==> src/rtl/parity_frame_ctrl_pkg.sv <==
// Shared definitions for the serial parity frame receiver: state encoding,
// default word width and the idle level of the serial line.
package parity_frame_ctrl_pkg;

    localparam int unsigned DEFAULT_N   = 8;
    localparam int unsigned STATE_W     = 3;
    localparam logic        IDLE_LEVEL  = 1'b1;

    typedef enum logic [STATE_W-1:0] {
        ST_IDLE    = 3'd0,
        ST_DATA    = 3'd1,
        ST_PAR     = 3'd2,
        ST_STOP    = 3'd3,
        ST_RECOVER = 3'd4
    } state_t;

endpackage : parity_frame_ctrl_pkg

==> src/rtl/parity_frame_ctrl_sync_bit.sv <==
// Single-bit input register with asynchronous active-high reset to a
// parameterised value.
module parity_frame_ctrl_sync_bit #(
    parameter logic RST_VAL = 1'b0
) (
    input  logic clock,
    input  logic reset,
    input  logic d,
    output logic q
);

    always_ff @(posedge clock or posedge reset) begin
        if (reset) begin
            q <= RST_VAL;
        end else begin
            q <= d;
        end
    end

endmodule : parity_frame_ctrl_sync_bit

==> src/rtl/parity_frame_ctrl.sv <==
// Bit-serial frame receiver: start(0), N data bits LSB first, parity, stop(1).
// Deserialises the word, accumulates parity by toggling, and reports status.
module parity_frame_ctrl
    import parity_frame_ctrl_pkg::*;
#(
    parameter int unsigned N   = DEFAULT_N,
    parameter logic        ODD = 1'b0
) (
    input  logic         clock,
    input  logic         reset,
    input  logic         rx_in,
    output logic [N-1:0] data_out,
    output logic         valid,
    output logic         parity_err,
    output logic         frame_err,
    output logic         busy
);

    localparam int unsigned CW = $clog2(N + 1);

    state_t         state;
    logic [CW-1:0]  cnt;
    logic           par_acc;
    logic [N-1:0]   shreg;
    logic           rx_s;

    // Line register; resets to the idle level so reset never looks like a start bit.
    parity_frame_ctrl_sync_bit #(
        .RST_VAL (IDLE_LEVEL)
    ) u_sync_rx (
        .clock (clock),
        .reset (reset),
        .d     (rx_in),
        .q     (rx_s)
    );

    always_ff @(posedge clock or posedge reset) begin
        if (reset) begin
            state      <= ST_IDLE;
            cnt        <= '0;
            par_acc    <= 1'b0;
            shreg      <= '0;
            data_out   <= '0;
            valid      <= 1'b0;
            parity_err <= 1'b0;
            frame_err  <= 1'b0;
        end else begin
            valid <= 1'b0;
            case (state)
                ST_IDLE: begin
                    if (!rx_s) begin
                        state   <= ST_DATA;
                        cnt     <= '0;
                        par_acc <= 1'b0;
                    end
                end
                ST_DATA: begin
                    // Right shift: the first (LSB) bit ends up in bit 0 after N shifts.
                    shreg   <= {rx_s, shreg[N-1:1]};
                    par_acc <= par_acc ^ rx_s;
                    cnt     <= cnt + CW'(1);
                    if (cnt == CW'(N - 1)) begin
                        state <= ST_PAR;
                    end
                end
                ST_PAR: begin
                    par_acc <= par_acc ^ rx_s;
                    state   <= ST_STOP;
                end
                ST_STOP: begin
                    data_out   <= shreg;
                    valid      <= 1'b1;
                    parity_err <= par_acc ^ ODD;
                    frame_err  <= ~rx_s;
                    state      <= rx_s ? ST_IDLE : ST_RECOVER;
                end
                ST_RECOVER: begin
                    // A low line here is a broken stop, never a new start.
                    if (rx_s) begin
                        state <= ST_IDLE;
                    end
                end
                default: begin
                    state <= ST_IDLE;
                end
            endcase
        end
    end

    assign busy = (state != ST_IDLE);

endmodule : parity_frame_ctrl
==> config.mk <==
export PLATFORM = sky130hd
export DESIGN_NAME = parity_frame_ctrl
export DESIGN_NICKNAME = d
export VERILOG_FILES = /design/src/rtl/parity_frame_ctrl_pkg.sv /design/src/rtl/parity_frame_ctrl_sync_bit.sv /design/src/rtl/parity_frame_ctrl.sv
export SDC_FILE = /design/constraint.sdc
export NUM_CORES = 1
export LEC_CHECK = 0
export CORE_AREA = 2 2 66 68
export CTS_CLUSTER_DIAMETER = 50
export CTS_CLUSTER_SIZE = 14
export DETAILED_ROUTE_END_ITERATION = 10
export DIE_AREA = 0 0 68 70
export PLACE_DENSITY = 0.45
export SYNTH_ARGS = -nofsm -noshare
export SYNTH_HDL_FRONTEND = slang
export SYNTH_HIERARCHICAL = 1
export SYNTH_SLANG_ARGS = --single-unit
==> constraint.sdc <==
create_clock -name clock -period 1.4 [get_ports clock]
set_clock_uncertainty 0.2 [all_clocks]
set_input_delay 0.21 -clock clock [delete_from_list [all_inputs] [get_ports clock]]
set_output_delay 0.21 -clock clock [all_outputs]
set_load 0.01 [all_outputs]
==> results of run 1 <==
layout by cell type, fill, tap and decap left out, types with 2 or more instances in the layout:
| master | n |
|---|---|
| mux2_4 | 16 |
| dfrtp_1 | 27 |
| inv_1 | 5 |
| clkbuf_8 | 4 |
| clkdlybuf4s50_1 | 2 |
| mux2_2 | 2 |
| nand2b_1 | 3 |
| clkdlybuf4s15_1 | 3 |
| or3_1 | 2 |
| a21oi_1 | 2 |
| dlygate4sd2_1 | 8 |
| buf_4 | 8 |
| buf_6 | 6 |
registers in the layout (all words and copies together) (netlist names):
register,flops
data_out,8
shreg,8
cnt,4
state,3
frame_err,1
par_acc,1
parity_err,1
u_sync_rx/q,1
valid,1
power by group:
part	switching [mW]	total [mW]	leakage (nW)	internal (mW)
registers	0.253	1.42	0.345	1.17
clock network	0.242	0.494	0.0288	0.251
logic	0.653	1.72	0.450	1.07
total	1.15	3.64	0.824	2.49
logic make-up (layout without fill, tap and decap cells):
group / Yosys count / count (layout) / share of synthesized area [%]
buffers and inverters: 8 / 39 / 3.32
AOI/OAI and AO/OA: 12 / 12 / 7.28
xor gates and xnor gates: 1 / 1 / 0.750
adders and majority gates: 1 / 1 / 1.07
DFF: 28 / 28 / 60.1
muxes: 18 / 18 / 17.3
and+or+nand+nor: 17 / 18 / 10.2
worst register-to-register path: cells and delay by family (launching register included):
family | cells | cell delay, ps
flops | 1 | 400
buf+inv | 1 | 120
mux | 1 | 350
simple gates | 2 | 430
worst min path at each step:
stage	start	to	slack, ps	depth (start not counted)
after global routing	reset	u_sync_rx/q	40	2
final	reset	u_sync_rx/q	50	2
after global placement	frame_err	frame_err	270	2
after floorplan	reset	u_sync_rx/q	-100	1
after CTS	reset	u_sync_rx/q	50	2
after detailed placement	frame_err	frame_err	280	2
cell type report:
| type | instances | share of cell area [%] |
|---|---|---|
| multi-input cells | 50 | 31.9 |
| repair buffers | 29 | 16.6 |
| clock buffers | 4 | 3.35 |
| inverters | 6 | 1.60 |
| flip-flops and latches | 28 | 42.7 |
| well taps | 52 | 3.95 |
metal layers:
layer	global-route usage, %	routed length [um]
met4	4.00	12
met2	14.9	1090
met3	2.09	54
met5	0	0
met1	14.6	1120
timing repair:
item                                    in CTS  in global routing
cloned                                       1                  0
setup buffers                                1                  4
resized for setup                           22                 25
hold buffers                                 0                  0
pin swaps                                    5                  6
endpoints found under the setup margin      32                 29
per-stage QoR:
step / total power, mW / TNS [ps] / std cells / setup slack (ps)
final: 3.64 / -3790 / 169 / -206
after global routing: 3.90 / -5260 / 169 / -266
after CTS: 3.41 / -4530 / 165 / -224
after detailed placement: 2.86 / -2480 / 159 / -234
after global placement: 2.82 / -1960 / 159 / -215
after floorplan: 2.26 / -1710 / 85 / -159
==> results.md, run 1 <==
- Clock slew at the register clock pins of the worst setup and hold paths: 100 ps
- Fin crit period: 1610 ps
- Final wirelength: 2.28 mm
- Final setup violation count: 26
- Most common cell in the netlist: dfrtp_1
- Normalized max-slew margin: 86.4%
- GRT overflow: 0
- # clock sinks: 28
- Multi-input gate area: 524 um2
- FF-to-FF setup slack: -210 ps
- Die area: 4760 um2
- CP Class: flop to flop
- Sequential element share of the synthesized area: 60.1%
- Asr flop ratio synth: 100%
- Synth Instances: 85
- DRC viols: 0
- Hold WC Path Type: primary input to asynchronous set/reset pin
- Arrival time worst endpoint: 1570 ps
- Vias in the first global route: 748
- Layout cells sized above 1: 41.9%
- Final hold slack: 53.2 ps
- Register area: 702 um2
- RePlAce Congestion: 0.748
- Fmax: 622 MHz
- Avg Inst Size Synth: 13.7 um2
- Chip height: 70 um
- Status: finished, violations left
- Failing checks: setup timing
- CTS buffer count: 3
- Placed Area: 1450 um2
- Final Net Count: 122
- RR Endpoint: shreg[0]
- Cell variety after synth: 31
- Drt wl/cell: 13.5 um
- Synthesis Warnings: 6
- Max Slew Vio Count: 0
- Slowest CP cell: dfrtp_1
- # port buffers: 14
- Worst IR Drop VDD: 0.844 mV
- Worst path buffer plus inverter count: 1
- First-pass GRT wire length: 3.70 mm
- Final hold violation count: 0
- Area growth syn-to-layout: 40.8%
- Synth area leader: dfrtp_1
- Antenna cells: 0
- Synth Net Count: 89
- Worst Tran Pin Value: 204 ps
- Synth Register Bits: 28
- Worst skew pair latency: 270 ps
- CTS tree: built
- Max cap viols: 0
- Initial DRC count: 45
- Pin count of the biggest net entering global routing: 28
- CP top delay family: simple AND/OR/NAND/NOR gates
- DR vias/cell: 4.48
- Final ANT Viol Nets: 0
- Design area: 1650 um2
- Power Dens Cells: 2210 nW/um2
- Post-synth EDFFs: 0
- Critical Path Start Type: flop
- # fillers: 408
- Yosys top cell area share: 57.8%
- Via Count: 757
- Leak pwr: 0.824 nW
- GRT Util Overall: 10.2%
- Synth top cells by count: 27 x dfrtp_1, 18 x mux2_2, 6 x inv_1
- Max incr delay on CP: 400 ps
- Worst Setup EP: shreg[0]
- Final core occ: 39.7%
- Beginning of the critical path: state[1]
- Tcrit/Tclk final: 115%
- Most used flip-flop cell after synthesis: dfrtp_1
- H-tree depth: 1
- CP Max Fanout: 4
- Unrepaired setup endpoints after global routing: true
- Core footprint: 4140 um2
- Std-Cell Rows: 24
- Reg2Reg Launch Point: state[1]
- Initial Util: 28.2%
- CP endpoint kind: flop
- Main area contributors after synthesis: dfrtp_1 58%, mux2_2 17%, dfstp_2 2.2%
- Post-route setup slack: -206 ps
- IO Count: 15
- Initial antenna violation count: 0
- Max clock buf depth: 2
- R2R cell count: 4
- Stages on worst setup path: 4
- Crit path required time: 1360 ps
- Critical path cell sequence: buf_6 -> or2_4 -> nor2_4 -> mux2_2
- Mapped Area: 1170 um2
- Die width: 68 um
- Pre-antenna DRT Iters: 4
- HPWL after DPL: 1.44 mm
- Cell at the root of the clock tree: clkbuf_8
No activity file was read; power rests on OpenSTA's default activity.
==> run 2: changes to the inputs <==
--- a/config.mk
+++ b/config.mk
@@ -10,7 +10,7 @@
 export CTS_CLUSTER_SIZE = 14
 export DETAILED_ROUTE_END_ITERATION = 10
 export DIE_AREA = 0 0 68 70
-export PLACE_DENSITY = 0.45
+export PLACE_DENSITY = 0.46
 export SYNTH_ARGS = -nofsm -noshare
 export SYNTH_HDL_FRONTEND = slang
 export SYNTH_HIERARCHICAL = 1
==> constraint.sdc (replaced) <==
create_clock -name clock -period 1.52 [get_ports clock]
set_clock_uncertainty 0.2 [all_clocks]
set_input_delay 0.228 -clock clock [delete_from_list [all_inputs] [get_ports clock]]
set_output_delay 0.228 -clock clock [all_outputs]
set_load 0.01 [all_outputs]
==> run 2 against run 1 <==
The run still ends with setup timing left. Setup slack gained 110 ps. Sequential power shrank 8%. First-iteration DRC count shrank 13%. Power grew 2.1%. Register-to-register slack gained 110 ps. Fmax shrank 0.72%. Global-route usage grew 1.5 points. Critical path type unchanged. Critical endpoint is now shreg[1]. Largest cell class unchanged.
==> results.md, run 2 (same netlist as run 1, synthesis figures left out) <==
- Reg2Reg Launch Point: state[1] (unchanged)
- Comb pwr share: 49.0% (was 47.3%)
- Die width: 68 um (unchanged)
- DRC viols: 0 (unchanged)
- Slowest CP cell: dfrtp_1 (unchanged)
- Final setup violation count: 20 (was 26)
- Worst Tran Pin Value: 251 ps (was 204 ps)
- Clock slew at the register clock pins of the worst setup and hold paths: 90 ps (was 100 ps)
- GRT Max-Usage Layer: met2 (unchanged)
- Switching Fraction: 30.2% (was 31.5%)
- Cell Count Post-Placement: 160 (was 159)
- Post-route setup slack: -98.2 ps (was -206 ps)
- Worst Setup EP: shreg[1] (was shreg[0])
- Arrival time worst endpoint: 1580 ps (was 1570 ps)
- Met1 Use GR: 16.1% (was 14.6%)
- GRT overflow: 0 (unchanged)
- Post-cts hold buffer count: 0 (unchanged)
- Hold WC Path Type: primary input to asynchronous set/reset pin (unchanged)
- Area growth syn-to-layout: 49.6% (was 40.8%)
- Cell at the root of the clock tree: clkbuf_8 (unchanged)
- Die area: 4760 um2 (unchanged)
- CP endpoint kind: flop (unchanged)
- # clock sinks: 28 (unchanged)
- Tcrit/Tclk final: 106% (was 115%)
- Initial antenna violation count: 0 (unchanged)
- Final Net Count: 129 (was 122)
- Design area: 1750 um2 (was 1650 um2)
- # port buffers: 14 (unchanged)
- Final wirelength: 2.46 mm (was 2.28 mm)
- Drt wl/cell: 14.0 um (was 13.5 um)
- Beginning of the critical path: state[1] (unchanged)
- Final ANT Viol Nets: 0 (unchanged)
- Unrepaired setup endpoints after global routing: true (unchanged)
- Final Non-Filler Cells: 176 (was 169)
- Failing checks: setup timing (unchanged)
- Critical Path Start Type: flop (unchanged)
- DR vias/cell: 4.51 (was 4.48)
- Fin crit period: 1620 ps (was 1610 ps)
- CP Class: flop to flop (unchanged)
- IO Count: 15 (unchanged)
- CTS buffer count: 3 (unchanged)
- Worst path buffer plus inverter count: 2 (was 1)
- Vias in the first global route: 872 (was 748)
- Pre-antenna DRT Iters: 4 (unchanged)
- Crit path required time: 1490 ps (was 1360 ps)
- Met3 Resource Use GR: 1.45% (was 2.09%)
- Initial DRC count: 39 (was 45)
- Max Slew Vio Count: 0 (unchanged)
- Antenna cells: 0 (unchanged)
- Clock power share: 15.7% (was 13.6%)
- Placed Area: 1450 um2 (about the same)
- Normalized max-slew margin: 83.1% (was 86.4%)
- FF-to-FF setup slack: -100 ps (was -210 ps)
- GRT Util Overall: 11.7% (was 10.2%)
- Max cap viols: 0 (unchanged)
- Initial Util: 28.2% (unchanged)
- Switching Power: 1.12 mW (was 1.15 mW)
- Max clock buf depth: 2 (unchanged)
- Chip height: 70 um (unchanged)
- CP top delay family: flip-flops (was simple AND/OR/NAND/NOR gates)
- CP Max Fanout: 4 (unchanged)
- R2R cell count: 5 (was 4)
- Final hold violation count: 0 (unchanged)
- Commonest non-fill, non-tap cell in the layout: dfrtp_1 (unchanged)
- Layout cells sized above 1: 45.2% (was 41.9%)
- Core footprint: 4140 um2 (unchanged)
- Worst skew pair latency: 270 ps (about the same)
- Leak pwr: 0.886 nW (was 0.824 nW)
- RR Endpoint: shreg[1] (was shreg[0])
- Stages on worst setup path: 5 (was 4)
- Cell mode on critical path: buf_6
- Power Dens Cells: 2130 nW/um2 (was 2210 nW/um2)
- Met2 Use GR: 17.5% (was 14.9%)
- Max incr delay on CP: 390 ps (was 400 ps)
- Status: finished, violations left (unchanged)
- Final hold slack: 76.3 ps (was 53.2 ps)
- Biggest regs: data_out: 8 flops, shreg: 8 flops, cnt: 4 flops (unchanged)
- CTS tree: built (unchanged)
- Flop pwr share: 35.3% (was 39.1%)
- Worst IR Drop VDD: 0.776 mV (was 0.844 mV)
- HPWL after DPL: 1.45 mm (was 1.44 mm)
- Via Count: 793 (was 757)
- Std-Cell Rows: 24 (unchanged)
- Most frequent cells in the layout: 27 x dfrtp_1, 17 x mux2_4, 11 x dlygate4sd2_1, 11 x buf_4, 10 x buf_6 (was 27 x dfrtp_1, 16 x mux2_4, 8 x dlygate4sd2_1, 8 x buf_4, 6 x buf_6)
- Overall power: 3.72 mW (was 3.64 mW)
- Fmax: 618 MHz (was 622 MHz)
- H-tree depth: 1 (unchanged)
- Critical path cell sequence: buf_6 -> or2_4 -> nor2_8 -> buf_6 -> mux2_4 (was buf_6 -> or2_4 -> nor2_4 -> mux2_2)
- RePlAce Congestion: 0.644 (was 0.748)
- Pin count of the biggest net entering global routing: 28 (unchanged)
- First-pass GRT wire length: 4.20 mm (was 3.70 mm)
- Power Internal: 2.60 mW (was 2.49 mW)
[run 2: cell types whose count changed in the layout (fill, tap and decap cells not counted), moves of 3 or more]
cell,before,now
buf_4,8,11
buf_6,6,10
clkdlybuf4s15_1,3,0
dlygate4sd2_1,8,11
[run 2: power groups by stage]
| stage | registers [mW] | logic (mW) | clock network, mW |
|---|---|---|---|
| floorplan | 1.33 | 0.751 | 0 |
| global placement | 1.29 | 1.32 | 0 |
| detailed placement | 1.30 | 1.34 | 0 |
| CTS | 1.30 | 1.71 | 0.602 |
| global route | 1.37 | 1.97 | 0.639 |
| finish | 1.31 | 1.82 | 0.582 |
[run 2: per-stage QoR]
step	worst slack [ps]	util [%]	setup TNS [ps]
final	-98.2	42.2	-1430
after global routing	-123	42.2	-2190
after CTS	-118	40.3	-2050
after detailed placement	-110	35.1	-1760
after global placement	-95.9	35.1	-1440
after floorplan	-38.6	-	-308
[run 2: how the worst min path moves through the flow]
stage,endpoint,cells after the start,from
2_1_floorplan,u_sync_rx/q,1,reset
3_3_place_gp,frame_err,2,frame_err
3_5_place_dp,frame_err,2,frame_err
4_1_cts,u_sync_rx/q,2,reset
5_1_grt,u_sync_rx/q,2,reset
6_report,u_sync_rx/q,2,reset
[run 2: layout make-up]
cell class	instances	area, um2
clock buffer	3	41.3
clock inverter	1	30.0
fill	399	2400
inverter	6	26.3
multi-input combinational	49	527
sequential	28	702
tap	52	65.1
timing repair buffer	37	357
[run 2: worst reg2reg max path, delay by kind of cell, from the launching register on]
kind,cells,cell delay (ps)
buffers and inverters,2,250
DFF,1,390
muxes,1,290
and+or+nand+nor,2,370
[run 2: routing by layer]
| layer | up-vias | part of all wire [%] |
|---|---|---|
| li1 | 372 | - |
| met1 | 403 | 45 |
| met2 | 13 | 50 |
| met3 | 5 | 2.0 |
| met4 | 0 | 2.6 |
| met5 | - | 0 |
[run 2: timing repair]
action | in CTS | in global routing
setup endpoints to repair | 32 | 24
gates resized for setup | 39 | 12
pin swaps | 7 | 5
setup buffers | 9 | 4
==> run 3: changes to the inputs <==
--- a/config.mk
+++ b/config.mk
@@ -10,6 +10,7 @@
 export CTS_CLUSTER_SIZE = 14
 export DETAILED_ROUTE_END_ITERATION = 10
 export DIE_AREA = 0 0 68 70
+export GPL_TIMING_DRIVEN = 0
 export PLACE_DENSITY = 0.46
 export SYNTH_ARGS = -nofsm -noshare
 export SYNTH_HDL_FRONTEND = slang
==> run 3 against run 2 <==
The run still ends with setup timing left. Routed wire length down 4.5%. Flip-flop and latch count unchanged. Critical path depth down 3. Utilization down 3.7 points. Global-route usage down 0.46 points. Power down 12%. Sequential share of layout area up 4.0 points. First-iteration DRC count up 26%. Cell area down 8.7%. Via count down 2.9%. Final cell count down 5.7%. Highest routed layer unchanged.
==> results.md, run 3 (same netlist as run 1, synthesis figures left out) <==
- Status: finished, violations left (unchanged)
- Failing checks: setup timing (unchanged)
- CP Max Fanout: 5 (was 4)
- Normalized max-slew margin: 62.1% (was 83.1%)
- Die width: 68 um (unchanged)
- Fin crit period: 1630 ps (was 1620 ps)
- Fmax: 615 MHz (was 618 MHz)
- # port buffers: 14 (unchanged)
- R2R cell count: 5 (unchanged)
- HPWL after DPL: 1.40 mm (was 1.45 mm)
- Crit path required time: 1090 ps (was 1490 ps)
- CP endpoint kind: output pin (was flop)
- RePlAce Congestion: 0.704 (was 0.644)
- H-tree depth: 1 (unchanged)
- GRT Util Overall: 11.2% (was 11.7%)
- DRC viols: 0 (unchanged)
- Switching Fraction: 31.6% (was 30.2%)
- Biggest regs: data_out: 8 flops, shreg: 8 flops, cnt: 4 flops (unchanged)
- Chip height: 70 um (unchanged)
- Worst IR Drop VDD: 0.755 mV (was 0.776 mV)
- Power Internal: 2.24 mW (was 2.60 mW)
- Clock power share: 12.5% (was 15.7%)
- GRT overflow: 0 (unchanged)
- Final ANT Viol Nets: 0 (unchanged)
- Clock slew at the register clock pins of the worst setup and hold paths: 90 ps (about the same)
- CTS tree: built (unchanged)
- Antenna cells: 0 (unchanged)
- Design area: 1600 um2 (was 1750 um2)
- Switching Power: 1.04 mW (was 1.12 mW)
- Leak pwr: 0.811 nW (was 0.886 nW)
- Drt wl/cell: 14.2 um (was 14.0 um)
- Max Slew Vio Count: 0 (unchanged)
- Worst Tran Pin Value: 568 ps (was 251 ps)
- First-pass GRT wire length: 3.97 mm (was 4.20 mm)
- Area growth syn-to-layout: 36.6% (was 49.6%)
- IO Count: 15 (unchanged)
- # clock sinks: 28 (unchanged)
- Most frequent cells in the layout: 25 x dfrtp_1, 17 x mux2_4, 11 x dlygate4sd2_1 (was 27 x dfrtp_1, 17 x mux2_4, 11 x dlygate4sd2_1, 11 x buf_4, 10 x buf_6)
- DR vias/cell: 4.64 (was 4.51)
- RR Endpoint: parity_err (was shreg[1])
- Commonest non-fill, non-tap cell in the layout: dfrtp_1 (unchanged)
- Cell Count Post-Placement: 151 (was 160)
- Initial Util: 28.2% (unchanged)
- Std-Cell Rows: 24 (unchanged)
- Layout cells sized above 1: 38.6% (was 45.2%)
- Final Non-Filler Cells: 166 (was 176)
- Final setup violation count: 22 (was 20)
- Tcrit/Tclk final: 107% (was 106%)
- Overall power: 3.28 mW (was 3.72 mW)
- Cell at the root of the clock tree: clkbuf_8 (unchanged)
- Placed Area: 1370 um2 (was 1450 um2)
- Die area: 4760 um2 (unchanged)
- Pre-CTS setup slack: -252 ps (was -110 ps)
- Post-cts hold buffer count: 0 (unchanged)
- Final hold slack: 128 ps (was 76.3 ps)
- Critical Path Start Type: flop (unchanged)
- Unrepaired setup endpoints after global routing: true (unchanged)
- Via Count: 770 (was 793)
- Final Net Count: 119 (was 129)
- Pin count of the biggest net entering global routing: 28 (unchanged)
- Vias in the first global route: 792 (was 872)
- Power Dens Cells: 2050 nW/um2 (was 2130 nW/um2)
- Initial antenna violation count: 0 (unchanged)
- Core footprint: 4140 um2 (unchanged)
- Flop pwr share: 40.2% (was 35.3%)
- Final wirelength: 2.35 mm (was 2.46 mm)
- Worst skew pair latency: 270 ps (about the same)
- Max clock buf depth: 2 (unchanged)
- Comb pwr share: 47.2% (was 49.0%)
- Arrival time worst endpoint: 1200 ps (was 1580 ps)
- FF-to-FF setup slack: -90 ps (was -100 ps)
- Max cap viols: 0 (unchanged)
- Final hold violation count: 0 (unchanged)
- Hold WC Path Type: primary input to asynchronous set/reset pin (unchanged)
- CTS buffer count: 3 (unchanged)
- CP Class: flop to output pin (was flop to flop)
- Initial DRC count: 49 (was 39)
- Post-route setup slack: -107 ps (was -98.2 ps)
- Pre-antenna DRT Iters: 2 (was 4)
- Reg2Reg Launch Point: state[1] (unchanged)
[run 3: critical path: stages, from the launching register on]
cell and delay, ps:
dfrtp_2 440, or3_1 340, buf_2 140
[run 3: worst max path at each step]
| stage | slack, ps | cells past startpoint | endpoint | startpoint |
|---|---|---|---|---|
| global route | -160 | 2 | busy | state[0] |
| CTS | -150 | 2 | busy | state[2] |
| floorplan | -40 | 4 | shreg[0] | state[1] |
| finish | -110 | 2 | busy | state[0] |
| global placement | -250 | 3 | busy | state[1] |
| detailed placement | -250 | 3 | busy | state[1] |
[run 3: area by class of cell]
cell class                 count  area (um2)
buffer                         1        11.3
clock buffer                   4        45.0
fill                         422        2550
inverter                       6        26.3
multi-input combinational     49         514
sequential                    28         704
tap                           52        65.1
timing repair buffer          26         230
[run 3: through the flow]
step / setup TNS, ps / util [%]
after floorplan: -308 / -
after global placement: -8350 / 33.2
after detailed placement: -9040 / 33.2
after CTS: -1210 / 37.3
after global routing: -2550 / 38.5
final: -1540 / 38.5
[run 3: metal layers]
metal,GRT usage [%],vias up,wire [um]
li1,-,356,-
met1,15.0,399,1060
met2,16.4,11,1170
met3,2.42,4,56
met4,6.67,0,64
met5,0,-,0
[run 3: repair_timing]
item,in CTS,in global routing
buffers inserted,9,3
resized for setup,38,8
setup endpoints to repair,29,24
pin swaps,4,6
[run 3: power groups by stage]
stage / Clock [mW] / Combinational [mW] / Sequential, mW
2_1_floorplan: 0 / 0.751 / 1.33
3_3_place_gp: 0 / 1.19 / 1.31
3_5_place_dp: 0 / 1.22 / 1.33
4_1_cts: 0.429 / 1.48 / 1.31
5_1_grt: 0.458 / 1.68 / 1.37
6_report: 0.411 / 1.55 / 1.32
